$ cat src/rtl/alu_sequencial.sv
// Multi-cycle ALU for the EX stage: single-cycle arithmetic/logic ops plus
// bit-serial shifts, with a start/busy/done handshake.
module alu_sequencial #(
    parameter int WIDTH   = 32,
    parameter int SHAMT_W = 5
) (
    input  logic               clock,
    input  logic               reset,
    input  logic               start,
    input  logic [3:0]         aluCtrl,
    input  logic [WIDTH-1:0]   a,
    input  logic [WIDTH-1:0]   b,
    input  logic [SHAMT_W-1:0] shamt,
    output logic               busy,
    output logic               done,
    output logic [WIDTH-1:0]   resultado,
    output logic               zero,
    output logic               erro
);

    localparam logic [1:0] IDLE  = 2'd0;
    localparam logic [1:0] SHIFT = 2'd1;
    localparam logic [1:0] DONE  = 2'd2;

    localparam logic [3:0] OP_ADD = 4'd0;
    localparam logic [3:0] OP_SUB = 4'd1;
    localparam logic [3:0] OP_AND = 4'd2;
    localparam logic [3:0] OP_OR  = 4'd3;
    localparam logic [3:0] OP_SLL = 4'd4;
    localparam logic [3:0] OP_SRL = 4'd5;
    localparam logic [3:0] OP_SLT = 4'd6;

    logic [1:0]         state_q, state_d;
    logic [WIDTH-1:0]   acc_q, acc_d;
    logic [SHAMT_W-1:0] cnt_q, cnt_d;
    logic               left_q, left_d;
    logic [WIDTH-1:0]   resultado_q, resultado_d;
    logic               zero_q, zero_d;
    logic               erro_q, erro_d;

    logic [WIDTH-1:0]   comb_res;
    logic               comb_err;

    always_comb begin
        comb_res = '0;
        comb_err = 1'b0;
        case (aluCtrl)
            OP_ADD:  comb_res = a + b;
            OP_SUB:  comb_res = a - b;
            OP_AND:  comb_res = a & b;
            OP_OR:   comb_res = a | b;
            OP_SLT:  comb_res = {{(WIDTH-1){1'b0}}, ($signed(a) < $signed(b))};
            default: comb_err = 1'b1;
        endcase
    end

    always_comb begin
        state_d     = state_q;
        acc_d       = acc_q;
        cnt_d       = cnt_q;
        left_d      = left_q;
        resultado_d = resultado_q;
        zero_d      = zero_q;
        erro_d      = erro_q;
        case (state_q)
            IDLE, DONE: begin
                state_d = IDLE;
                if (start) begin
                    if (aluCtrl == OP_SLL || aluCtrl == OP_SRL) begin
                        acc_d   = b;
                        cnt_d   = shamt;
                        left_d  = (aluCtrl == OP_SLL);
                        state_d = SHIFT;
                    end else begin
                        resultado_d = comb_res;
                        zero_d      = (comb_res == '0);
                        erro_d      = comb_err;
                        state_d     = DONE;
                    end
                end
            end
            SHIFT: begin
                // One bit position per clock; the shift finishes on the edge that sees cnt == 0.
                if (cnt_q != '0) begin
                    acc_d = left_q ? {acc_q[WIDTH-2:0], 1'b0} : {1'b0, acc_q[WIDTH-1:1]};
                    cnt_d = cnt_q - SHAMT_W'(1);
                end else begin
                    resultado_d = acc_q;
                    zero_d      = (acc_q == '0);
                    erro_d      = 1'b0;
                    state_d     = DONE;
                end
            end
            default: state_d = IDLE;
        endcase
    end

    always_ff @(posedge clock or posedge reset) begin
        if (reset) begin
            state_q     <= IDLE;
            acc_q       <= '0;
            cnt_q       <= '0;
            left_q      <= 1'b0;
            resultado_q <= '0;
            zero_q      <= 1'b0;
            erro_q      <= 1'b0;
        end else begin
            state_q     <= state_d;
            acc_q       <= acc_d;
            cnt_q       <= cnt_d;
            left_q      <= left_d;
            resultado_q <= resultado_d;
            zero_q      <= zero_d;
            erro_q      <= erro_d;
        end
    end

    assign busy      = (state_q == SHIFT);
    assign done      = (state_q == DONE);
    assign resultado = resultado_q;
    assign zero      = zero_q;
    assign erro      = erro_q;

endmodule

$ cat config.mk
export PLATFORM = sky130hd
export DESIGN_NAME = alu_sequencial
export DESIGN_NICKNAME = d
export VERILOG_FILES = /design/src/rtl/alu_sequencial.sv
export SDC_FILE = /design/constraint.sdc
export NUM_CORES = 1
export LEC_CHECK = 0
export CORE_UTILIZATION = 47
export DETAILED_ROUTE_END_ITERATION = 16
export GPL_TIMING_DRIVEN = 0
export HOLD_SLACK_MARGIN = 0.03
export PLACE_DENSITY = 0.79
export SYNTH_ARGS = -nofsm -noshare
export SYNTH_HDL_FRONTEND = slang
export SYNTH_SLANG_ARGS = --single-unit
$ cat constraint.sdc
create_clock -name clock -period 3.8 [get_ports clock]
set_input_delay 0.95 -clock clock [delete_from_list [all_inputs] [get_ports clock]]
set_output_delay 0.95 -clock clock [all_outputs]
set_load 0.02 [all_outputs]
==> results.ini, run 1 <==
[timing]
min_period_ns=4.321
skew_ns=0.009206
rsz0062_at_grt=true
setup_tns_ns=-0.5724
tightestPinTransition_ns=1.086
hold_viol=0
post-route-period-util_pct=113.7
finalSetupViolCount=3
slew_viol_final=0
setup_slack_ns=-0.5212
max_clock_freq_mhz=231.4
relSlewSlack_pct=27.18
hold_ws_ns=0.5007

[setup_path]
path_class=input port to flop
endpoint_kind=flop
worst_setup_path_start_kind=input port
cp_common_cell=a21oi_1
worstPathCellList=buf_8 > ha_4 > fa_2 > buf_4 > a21o_2 > a211oi_2 > a21oi_1 > xor2_1 > a21oi_1 > nor3b_2 > nor4bb_4 > nand4_1 > or4b_4 > or4_4 > o31ai_2
worstPathMaxFanout=4
cp_slowest_cell=or4b_4
cpPeakStageDelay_ns=0.52
crit_required_ns=4.06
rr_startpoint=cnt_q[0]
startpoint=b[0]
arrival_ns=4.58

[layout]
n_fill_cell=1568
drive_above_1_share_pct=19.54
final_util_pct=63.71
design_area_um2=11600
areaGrowthSynthToFinish_pct=30.92
nets=1528
seq_area_um2=1852
multiInputGateArea_um2=7111

[yosys]
avgSynthCellArea_um2=7.459
synth_top_family_by_area=compound AO/OA/AOI/OAI gates
synth_edf_count=0
async_flop_share_pct=100.0
synth-adder-area-share_pct=16.41
synth_warnings=0
netlist_area_um2=8861
synth_mux_area_share_pct=6.312
synthSimpleGateAreaFrac_pct=17.71
syn_nets=1379
synth-compound-area-share_pct=28.18
synthCells=1188
ys_seq_area_share_pct=20.90
synth_ff_type=dfrtp_1
ys_ff_latch=74
synth.distinct_cells=74
synth_xor_area_share_pct=2.768

[power_and_ir_drop]
total_power_uw=4260
internal_power_uw=2433
peakVddDrop_uv=330.3
p_seq_share_pct=31.3
power.leakage_uw=0.005148
powerDensity_nw_per_um2=367.2
pwr-share-comb_pct=49.9
p_sw_share_pct=42.89
p_switching_uw=1827
p_clk_share_pct=18.8

[placement]
place.gp.congestion=0.9860
placed_area_um2=10360
port_buffers=110
dp_hpwl_um=24230

[floorplan]
die_w_um=139.3
start_util_pct=48.66
die_h_um=139.3
num_rows=49
ioPinCount=112
dieArea_um2=19410
coreArea_um2=18210

[global_routing]
grt_pass1_vias=9342
grt_antenna_before_repair=1
grt_max_degree=70
grt_first_pass_wirelength_um=50230
track_usage_pct=32.58
overflow=0

[drt]
drc=0
viasPerCell=6.352
vias=9979
drt_iter0_drc=1295
wl_per_cell_um=20.66
wl_um=32460
ant_nets=0
dr.pass1.iters=7

[clocking]
path_clk_slew_ns=0.06
clock_sinks=74
cts-root-buf=clkbuf_16
insertion_delay_ns=0.35
htreeDepth=3
cts_tree=yes
cts_hold_buf=0
cts_max_path_buffers=2
cts_buffers=9

[run_status]
violations=setup timing
outcome=finished, violations left

[worst_hold_path]
holdCritPathClass=flop to flop
min_from=resultado[2]

[flow_run]
maxCapViolations=0

through the flow:
| stage | cells | setup WS (ns) |
|---|---|---|
| after floorplan | 1188 | -0.2364 |
| after global placement | 1527 | -2.084 |
| after detailed placement | 1528 | -1.992 |
| after CTS | 1559 | -0.4348 |
| after global routing | 1571 | -0.5863 |
| final | 1571 | -0.5212 |
power groups by stage:
stage | clock [uW] | combinational, uW | sequential (uW)
6_report | 802 | 2120 | 1330
5_1_grt | 830 | 2290 | 1370
3_3_place_gp | 0 | 1820 | 1320
2_1_floorplan | 0 | 1140 | 1360
4_1_cts | 797 | 2000 | 1320
3_5_place_dp | 0 | 1850 | 1330
cell usage in the layout, fill, tap and decap left out, types with 12 or more instances in the layout:
master	instances
a21oi_1	129
buf_4	48
o22ai_1	13
nor2_1	121
nand2_1	95
clkbuf_1	32
a31oi_1	12
clkdlybuf4s50_1	62
clkbuf_2	12
dfrtp_1	74
nor3_1	15
nand4_1	16
nand3_1	12
xnor2_1	21
inv_1	78
buf_2	17
o21ai_0	88
mux2i_1	48
o21a_1	12
ha_4	17
inv_2	18
nand2b_1	14
a211oi_1	15
ha_1	91
critical path, delay by kind of cell:
family | cells | cell delay, ns
simple gates | 5 | 1.66
xor+xnor | 1 | 0.15
buf+inv | 2 | 0.27
compound gates | 5 | 0.93
fa+ha+maj | 2 | 0.61
per-layer routing:
layer,global-route usage [%],part of all wire [%],routed length [um]
met5,0,0,0
met3,4.301,8.6,2792
met2,53.05,46,14850
met1,41.90,40,12930
met4,17.60,5.8,1885
cell usage after synthesis, drive strengths merged (7+ instances only):
master | number | area (um2)
o22ai | 18 | 112.6
o21ai | 98 | 490.5
mux2 | 7 | 78.83
nand4 | 16 | 100.1
nor4 | 18 | 112.6
nand2 | 97 | 364.1
buf | 26 | 123.9
o31a | 7 | 61.31
ha | 113 | 1414
a211oi | 22 | 165.2
xnor2 | 23 | 201.4
nor2 | 128 | 480.5
inv | 99 | 371.6
nor2b | 7 | 43.79
o211ai | 10 | 75.07
a31oi | 15 | 93.84
mux2i | 48 | 480.5
a21oi | 143 | 715.7
o21a | 12 | 90.09
clkbuf | 50 | 188.9
nor3 | 19 | 100.1
nand2b | 14 | 87.58
nand3 | 15 | 75.07
dfrtp | 74 | 1852
o31ai | 12 | 95.09
a21o | 10 | 77.58
worst paths after layout:
| path | cells past startpoint | to | slack [ns] |
|---|---|---|---|
| worst max-delay path | 15 | zero | -0.52 |
| worst min-delay path | 1 | resultado[2] | 0.50 |
| worst max register to register | 12 | zero | 0.29 |
| worst min register to register | 1 | resultado[2] | 0.50 |
| max in group asynchronous | 3 | resultado[31] | 2.43 |
| min in group asynchronous | 2 | resultado[8] | 0.83 |
registers in the layout (all words and copies together), names as in the netlist:
register	cells
acc_q	32
cnt_q	5
erro	1
left_q	1
resultado	32
state_q	2
zero	1
cells by family (layout without fill, tap and decap cells):
group | Yosys count | in the layout
other | 0 | 1
adders and majority gates | 115 | 115
and+or+nand+nor | 341 | 341
DFF | 74 | 74
xor gates and xnor gates | 28 | 28
buffers and inverters | 175 | 328
muxes | 55 | 55
AOI/OAI and AO/OA | 400 | 400
final cells by class:
cell class	count	area share [%]
multi-input combinational	939	61.29
sequential	74	15.96
timing repair buffer	147	11.41
inverter	99	3.354
buffer	67	3.149
tap	229	2.470
clock buffer	12	2.211
clock inverter	3	0.1294
antenna	1	0.02157
what timing repair did:
item	4_1_cts	5_1_grt
pin swaps	36	33
setup buffers	23	13
gates resized for setup	257	96
setup endpoints to repair	27	14
Power figures use the tool's default switching activity.
==> run 2: changes to the inputs <==
ABC_AREA = 0   (was not set)
==> results of run 2 <==
Same layout as run 1: the final DEF is identical, and so are final timing and power.
